### src/rtl/result_writer_pkg.sv
// Shared types and defaults for the result write-back path.
package result_writer_pkg;

  localparam int WORD_W       = 32;
  localparam int DEF_BSMODS   = 1;
  localparam int DEF_RESWORDS = 2;
  localparam int DEF_NUMRECS  = 8;

  typedef enum logic [1:0] {
    ST_IDLE  = 2'd0,
    ST_WRITE = 2'd1,
    ST_CKSUM = 2'd2,
    ST_DONE  = 2'd3
  } state_t;

endpackage

### src/rtl/result_writer_varcount.sv
// VarCount: loadable-default up-counter with synchronous clear (clear wins over inc).
module VarCount #(
  parameter int               WIDTH       = 4,
  parameter logic [WIDTH-1:0] DEFAULT_VAL = '0,
  parameter logic [WIDTH-1:0] INC_AMT     = WIDTH'(1)
) (
  input  logic             i_clock,
  input  logic             i_reset,
  input  logic             i_inc,
  input  logic             i_clear,
  output logic [WIDTH-1:0] o_count
);

  logic [WIDTH-1:0] r_count;

  always_ff @(posedge i_clock or posedge i_reset) begin
    if (i_reset) begin
      r_count <= DEFAULT_VAL;
    end else if (i_clear) begin
      r_count <= DEFAULT_VAL;
    end else if (i_inc) begin
      r_count <= r_count + INC_AMT;
    end
  end

  assign o_count = r_count;

endmodule

### src/rtl/result_writer.sv
// Arbitrates result packets (lowest index wins) and streams them as 32-bit writes; one ack cycle then RESWORDS writes.
// Requests wait in IDLE only; DONE holds off acks until batchClear. RESULT_WRITER_CHECKSUM_EN appends an XOR checksum word.
module result_writer
  import result_writer_pkg::*;
#(
  parameter int          BSMODS   = DEF_BSMODS,
  parameter int          RESWORDS = DEF_RESWORDS,
  parameter int          NUMRECS  = DEF_NUMRECS,
  parameter logic [31:0] BASEADDR = 32'h0
) (
  input  logic                                clock,
  input  logic                                reset,
  input  logic [BSMODS-1:0]                   resValid,
  input  logic [BSMODS*RESWORDS*WORD_W-1:0]   resData,
  output logic [BSMODS-1:0]                   resAck,
  output logic [31:0]                         addrB,
  output logic [31:0]                         dataB,
  output logic                                weB,
  output logic                                batchDone,
  input  logic                                batchClear
);

  localparam int RESSIZE = WORD_W * RESWORDS;
  localparam int WC_W    = $clog2(NUMRECS * RESWORDS + 1);
  localparam int RC_W    = $clog2(NUMRECS + 1);
  localparam int WIR_W   = $clog2(RESWORDS + 1);
  localparam int SEL_W   = (BSMODS > 1) ? $clog2(BSMODS) : 1;

`ifdef RESULT_WRITER_CHECKSUM_EN
  localparam state_t ST_AFTER = ST_CKSUM;
`else
  localparam state_t ST_AFTER = ST_DONE;
`endif

  state_t             r_state;
  state_t             w_next;
  logic [RESSIZE-1:0] r_shift;
  logic [WIR_W-1:0]   r_wir;
  logic [WC_W-1:0]    w_word_cnt;
  logic [RC_W-1:0]    w_rec_cnt;
  logic               w_any;
  logic [SEL_W-1:0]   w_sel;
  logic               w_grant;
  logic               w_last_word;
  logic               w_batch_end;
  logic               w_clear;
  logic               w_word_inc;
  logic               w_rec_inc;

  always_comb begin
    w_any = 1'b0;
    w_sel = '0;
    for (int i = BSMODS - 1; i >= 0; i--) begin
      if (resValid[i]) begin
        w_any = 1'b1;
        w_sel = SEL_W'(i);
      end
    end
  end

  // Gated by reset so no grant is shown while capture is impossible.
  assign w_grant = (r_state == ST_IDLE) && w_any && !reset;

  always_comb begin
    resAck = '0;
    for (int i = 0; i < BSMODS; i++) begin
      resAck[i] = w_grant && (w_sel == SEL_W'(i));
    end
  end

  assign w_last_word = (r_wir == WIR_W'(RESWORDS - 1));
  assign w_batch_end = (int'(w_rec_cnt) + 1) >= NUMRECS;
  assign w_clear     = (r_state == ST_DONE) && batchClear;
  assign w_word_inc  = (r_state == ST_WRITE);
  assign w_rec_inc   = (r_state == ST_WRITE) && w_last_word;

  always_ff @(posedge clock or posedge reset) begin
    if (reset) begin
      r_state <= ST_IDLE;
    end else begin
      r_state <= w_next;
    end
  end

  always_comb begin
    w_next = r_state;
    case (r_state)
      ST_IDLE: begin
        if (w_any) w_next = ST_WRITE;
      end
      ST_WRITE: begin
        if (w_last_word) w_next = w_batch_end ? ST_AFTER : ST_IDLE;
      end
`ifdef RESULT_WRITER_CHECKSUM_EN
      ST_CKSUM: begin
        w_next = ST_DONE;
      end
`endif
      ST_DONE: begin
        if (batchClear) w_next = ST_IDLE;
      end
      default: begin
        w_next = ST_IDLE;
      end
    endcase
  end

  always_ff @(posedge clock or posedge reset) begin
    if (reset) begin
      r_shift <= '0;
      r_wir   <= '0;
    end else if (w_grant) begin
      r_shift <= resData[int'(w_sel)*RESSIZE +: RESSIZE];
      r_wir   <= '0;
    end else if (r_state == ST_WRITE) begin
      r_shift <= r_shift >> WORD_W;
      r_wir   <= r_wir + WIR_W'(1);
    end
  end

  VarCount #(
    .WIDTH      (WC_W),
    .DEFAULT_VAL({WC_W{1'b0}}),
    .INC_AMT    (WC_W'(1))
  ) u_word_cnt (
    .i_clock(clock),
    .i_reset(reset),
    .i_inc  (w_word_inc),
    .i_clear(w_clear),
    .o_count(w_word_cnt)
  );

  VarCount #(
    .WIDTH      (RC_W),
    .DEFAULT_VAL({RC_W{1'b0}}),
    .INC_AMT    (RC_W'(1))
  ) u_rec_cnt (
    .i_clock(clock),
    .i_reset(reset),
    .i_inc  (w_rec_inc),
    .i_clear(w_clear),
    .o_count(w_rec_cnt)
  );

`ifdef RESULT_WRITER_CHECKSUM_EN
  logic [31:0] r_cksum;

  always_ff @(posedge clock or posedge reset) begin
    if (reset) begin
      r_cksum <= '0;
    end else if (w_clear) begin
      r_cksum <= '0;
    end else if (r_state == ST_WRITE) begin
      r_cksum <= r_cksum ^ r_shift[31:0];
    end
  end
`endif

  // After the last data word the word counter already points at the checksum slot.
  assign addrB     = BASEADDR + 32'({w_word_cnt, 2'b00});
  assign batchDone = (r_state == ST_DONE);

  always_comb begin
    weB   = 1'b0;
    dataB = '0;
    if (r_state == ST_WRITE) begin
      weB   = 1'b1;
      dataB = r_shift[31:0];
    end
`ifdef RESULT_WRITER_CHECKSUM_EN
    if (r_state == ST_CKSUM) begin
      weB   = 1'b1;
      dataB = r_cksum;
    end
`endif
  end

endmodule

### config.mk
export PLATFORM = sky130hd
export DESIGN_NAME = result_writer
export DESIGN_NICKNAME = d
export VERILOG_FILES = /design/src/rtl/result_writer_pkg.sv /design/src/rtl/result_writer_varcount.sv /design/src/rtl/result_writer.sv
export SDC_FILE = /design/constraint.sdc
export NUM_CORES = 1
export LEC_CHECK = 0
export ABC_CLOCK_PERIOD_IN_PS = 2000
export CAP_MARGIN = 10
export CORE_MARGIN = 4
export CORE_UTILIZATION = 35
export CTS_CLUSTER_SIZE = 20
export DETAILED_ROUTE_END_ITERATION = 6
export DONT_BUFFER_PORTS = 1
export HOLD_SLACK_MARGIN = 0.12
export PLACE_DENSITY_LB_ADDON = 0.05
export SYNTH_ARGS = -nofsm -noshare
export SYNTH_HDL_FRONTEND = slang
export SYNTH_SLANG_ARGS = --single-unit
### constraint.sdc
create_clock -name clock -period 2 [get_ports clock]
set_input_delay 0.1 -clock clock [delete_from_list [all_inputs] [get_ports clock]]
set_output_delay 0.1 -clock clock [all_outputs]
set_load 0.02 [all_outputs]
==> metrics.txt <==
# TYPE chip_impl_metric gauge
chip_impl_metric{name="power_density",unit="nW/um^2"} 1200
chip_impl_metric{name="grt_first_pass_wirelength",unit="um"} 14900
chip_impl_metric{name="portBuffers",unit=""} 0
chip_impl_metric{name="ys_async_sr_fraction",unit=""} 1.00
chip_impl_metric{name="power_switching_share",unit=""} 0.396
chip_impl_metric{name="grt.met2_usage",unit=""} 0.232
chip_impl_metric{name="power.leakage",unit="uW"} 0.00238
chip_impl_metric{name="timing.critical_path.required",unit="ps"} 2280
chip_impl_metric{name="gp_congestion",unit=""} 0.710
chip_impl_metric{name="finalSetupViolCount",unit=""} 0
chip_impl_metric{name="detail_route.drc_violations",unit=""} 0
chip_impl_metric{name="cap_viol_max_count",unit=""} 0
chip_impl_metric{name="core_area",unit="um^2"} 10400
chip_impl_metric{name="post-route-period-util",unit=""} 0.928
chip_impl_metric{name="synth_top_area_share",unit=""} 0.511
chip_impl_metric{name="antenna_violating_nets_post_route",unit=""} 0
chip_impl_info{name="cts_tree",value="yes"} 1
chip_impl_metric{name="place_hpwl",unit="um"} 5690
chip_impl_info{name="dominant_cells_by_area_after_synthesis",value="sky130_fd_sc_hd__dfrtp_1 51%, sky130_fd_sc_hd__a22o_1 8.1%, sky130_fd_sc_hd__nand2_1 6.8%"} 1
chip_impl_metric{name="floorplan.initialDensity",unit=""} 0.362
chip_impl_info{name="outcome",value="completed"} 1
chip_impl_metric{name="final_design_area_no_fill",unit="um^2"} 4730
chip_impl_metric{name="ys.warnings.count",unit=""} 0
chip_impl_metric{name="antenna_found_initial",unit=""} 0
chip_impl_metric{name="peak_vdd_ir",unit="mV"} 0.597
chip_impl_metric{name="first_pass_iters",unit=""} 4
chip_impl_metric{name="die_height",unit="um"} 112
chip_impl_metric{name="layout-area-overhead-vs-synth",unit="%"} 25.5
chip_impl_metric{name="crit_path_max_fanout",unit=""} 82
chip_impl_metric{name="netlist_area",unit="um^2"} 3770
chip_impl_metric{name="gr-usage-met1",unit=""} 0.189
chip_impl_metric{name="power_report.internal_total",unit="uW"} 3420
chip_impl_info{name="clock-root-buffer",value="sky130_fd_sc_hd__clkbuf_8"} 1
chip_impl_metric{name="via_count",unit=""} 2789
chip_impl_metric{name="postCtsSetupBuffers",unit=""} 0
chip_impl_metric{name="grt.total_usage",unit=""} 0.145
chip_impl_metric{name="number_of_enable_flip_flop_cells_after_synthesis",unit=""} 0
chip_impl_metric{name="period_minus_slack",unit="ps"} 1860
chip_impl_info{name="yosys.area.top_type",value="sky130_fd_sc_hd__dfrtp_1"} 1
chip_impl_metric{name="report.final.slew_viol_count",unit=""} 0
chip_impl_info{name="top_flip_flop_cell_by_instance_count_after_synthesis",value="sky130_fd_sc_hd__dfrtp_1"} 1
chip_impl_info{name="min_path_type",value="input pin to register"} 1
chip_impl_info{name="cp-end-kind",value="register"} 1
chip_impl_metric{name="route.final.wire_length",unit="um"} 8930
chip_impl_metric{name="timing.fmax",unit="GHz"} 0.539
chip_impl_metric{name="grt_pass1_vias",unit=""} 2843
chip_impl_metric{name="antenna-diode-count",unit=""} 0
chip_impl_metric{name="synthesis.instances",unit=""} 377
chip_impl_metric{name="cts-buffers-inserted",unit=""} 9
chip_impl_metric{name="drive_above_1_share",unit=""} 0.0805
chip_impl_metric{name="synth-seq-area-share",unit=""} 0.511
chip_impl_info{name="synthMostInstantiatedCell",value="sky130_fd_sc_hd__dfrtp_1"} 1
chip_impl_metric{name="post-place-cells",unit=""} 500
chip_impl_info{name="synth_common_cells",value="77 x sky130_fd_sc_hd__dfrtp_1, 68 x sky130_fd_sc_hd__nand2_1, 35 x sky130_fd_sc_hd__a22o_1"} 1
chip_impl_metric{name="cts_max_path_buffers",unit=""} 2
chip_impl_metric{name="layout_net_count",unit=""} 514
chip_impl_info{name="grt_busiest_layer",value="met2"} 1
chip_impl_metric{name="cell_count_final_fillers_out",unit=""} 583
chip_impl_metric{name="grt.overflow.total",unit=""} 0
chip_impl_metric{name="tightest_pin_transition",unit="ps"} 520
chip_impl_metric{name="core.rowCount",unit=""} 37
chip_impl_metric{name="use_met3",unit=""} 0.0457
chip_impl_metric{name="power.net_switching",unit="uW"} 2240
chip_impl_metric{name="path_clk_slew",unit="ps"} 80
chip_impl_metric{name="design.portCount",unit=""} 135
chip_impl_info{name="setup_crit_path_kind",value="register to register"} 1
chip_impl_metric{name="worstPathArrival",unit="ps"} 2130
chip_impl_metric{name="dieArea",unit="um^2"} 12500
chip_impl_metric{name="post_dp_cell_area",unit="um^2"} 3850
chip_impl_metric{name="cts_sinks",unit=""} 77
chip_impl_metric{name="power.combinational.fraction",unit=""} 0.383
chip_impl_info{name="cp-start-kind",value="register"} 1
chip_impl_metric{name="routed_via_density",unit=""} 4.78
chip_impl_metric{name="routed_wire_length_per_instance",unit="um"} 15.3
chip_impl_metric{name="relSlewSlack",unit=""} 0.652
chip_impl_metric{name="die_w",unit="um"} 112
chip_impl_metric{name="ys_seq_elements",unit=""} 77
chip_impl_metric{name="worst_clock_skew",unit="ps"} 7.58
chip_impl_metric{name="fillCellCount",unit=""} 1046
chip_impl_metric{name="clock_tree.htree_level_count",unit=""} 3
chip_impl_metric{name="pwr-share-clk",unit=""} 0.204
chip_impl_metric{name="netlist-cell-type-count",unit=""} 30
chip_impl_metric{name="syn-mean-instance-area",unit="um^2"} 10.0
chip_impl_metric{name="1st_iter_drt_viols",unit=""} 125
chip_impl_metric{name="maximum_number_of_pins_on_one_net_before_global_route_repair",unit=""} 83
chip_impl_metric{name="final-hold-violation-count",unit=""} 0
chip_impl_metric{name="seq_power_share",unit=""} 0.413
chip_impl_metric{name="worst_skew_pair.late_latency",unit="ps"} 340
-- cell families after synthesis --
group | count (synthesis) | share of synthesized area
other cells | 1 | 0.000994
simple gates | 119 | 0.155
buf+inv | 58 | 0.0892
fa+ha+maj | 4 | 0.0133
flops | 77 | 0.511
compound gates | 110 | 0.209
xor+xnor | 1 | 0.00232
mux | 7 | 0.0192
-- routing by layer --
metal  routed length [um]  up-vias  part of all wire
met4                   88        0            0.0099
li1                     -     1363                 -
met3                  599        7             0.067
met5                    0        -                 0
met2                 4290       92              0.48
met1                 3960     1327              0.44
-- worst paths after layout --
path / startpoint / endpoint / slack (ps) / cells past startpoint
min in group asynchronous: reset / u_word_cnt.o_count[4] / 390 / 3
worst min register to register: r_shift[31] / r_shift[31] / 470 / 1
max in group asynchronous: reset / r_shift[17] / 1230 / 3
worst max-delay path: r_state[0] / r_shift[27] / 140 / 5
worst min-delay path: reset / r_shift[36] / 190 / 4
worst max register to register: r_state[0] / r_shift[27] / 140 / 5
-- sequential cells by signal, indices dropped and copies added, names as in the netlist --
name                flops
r_shift                64
u_rec_cnt.o_count       4
r_wir                   2
r_state                 2
u_word_cnt.o_count      5
-- cell type report --
class | count | area [um^2] | area share
clock buffers | 11 | 131 | 0.0278
clock inverters | 5 | 61.3 | 0.0130
well taps | 136 | 170 | 0.0360
repair buffers | 82 | 808 | 0.171
multi-input cells | 268 | 1620 | 0.342
flip-flops and latches | 77 | 1930 | 0.407
inverters | 4 | 18.8 | 0.00397
-- power groups by stage --
stage	registers [uW]	clock network (uW)	logic [uW]
6_report	2340	1150	2170
5_1_grt	2410	1270	2420
4_1_cts	2350	1210	2180
3_5_place_dp	2380	0	2040
3_3_place_gp	2370	0	2020
2_1_floorplan	2290	0	1640
-- per-stage QoR --
step / power, uW / setup TNS [ps] / setup WS, ps / utilization / hold WS (ps)
6_report: 5660 / 0 / 145 / 0.454 / 188
2_1_floorplan: 3930 / 0 / 490 / - / 217
4_1_cts: 5740 / 0 / 46.2 / 0.453 / 157
5_1_grt: 6100 / -2.91 / -2.91 / 0.454 / 193
3_3_place_gp: 4380 / 0 / 154 / 0.370 / 161
3_5_place_dp: 4420 / 0 / 129 / 0.370 / 157
-- critical path: stages (launching register included) --
cell	delay (ps)
sky130_fd_sc_hd__dfrtp_1	430
sky130_fd_sc_hd__nor4b_4	370
sky130_fd_sc_hd__buf_4	330
sky130_fd_sc_hd__buf_12	310
sky130_fd_sc_hd__a22o_1	200
sky130_fd_sc_hd__a21o_1	80
-- timing repair --
item | in CTS | in global routing
hold endpoints to repair | 147 | 0
setup endpoints to repair | 32 | 37
cloned | 0 | 0
gates resized for setup | 1 | 4
hold buffers | 67 | 0
-- cells in the final DEF, fill, tap and decap left out, types with 2 or more instances in the layout --
cell type and instances:
sky130_fd_sc_hd__nand3_1 3, sky130_fd_sc_hd__o21ai_0 28, sky130_fd_sc_hd__nor2_1 2, sky130_fd_sc_hd__nor2b_1 5, sky130_fd_sc_hd__mux2i_1 5, sky130_fd_sc_hd__dfrtp_1 77
sky130_fd_sc_hd__clkinvlp_4 4, sky130_fd_sc_hd__mux2_2 2, sky130_fd_sc_hd__and2_1 33, sky130_fd_sc_hd__nand2_1 68, sky130_fd_sc_hd__clkbuf_8 9, sky130_fd_sc_hd__dlygate4sd3_1 67
sky130_fd_sc_hd__a31oi_1 2, sky130_fd_sc_hd__clkbuf_1 2, sky130_fd_sc_hd__ha_1 4, sky130_fd_sc_hd__buf_12 2, sky130_fd_sc_hd__buf_4 13, sky130_fd_sc_hd__conb_1 27
sky130_fd_sc_hd__a22o_1 35, sky130_fd_sc_hd__o21ai_1 6, sky130_fd_sc_hd__a21o_1 32, sky130_fd_sc_hd__o2bb2ai_1 5, sky130_fd_sc_hd__inv_1 2
Note: power is estimated with default switching activity, not from simulation.
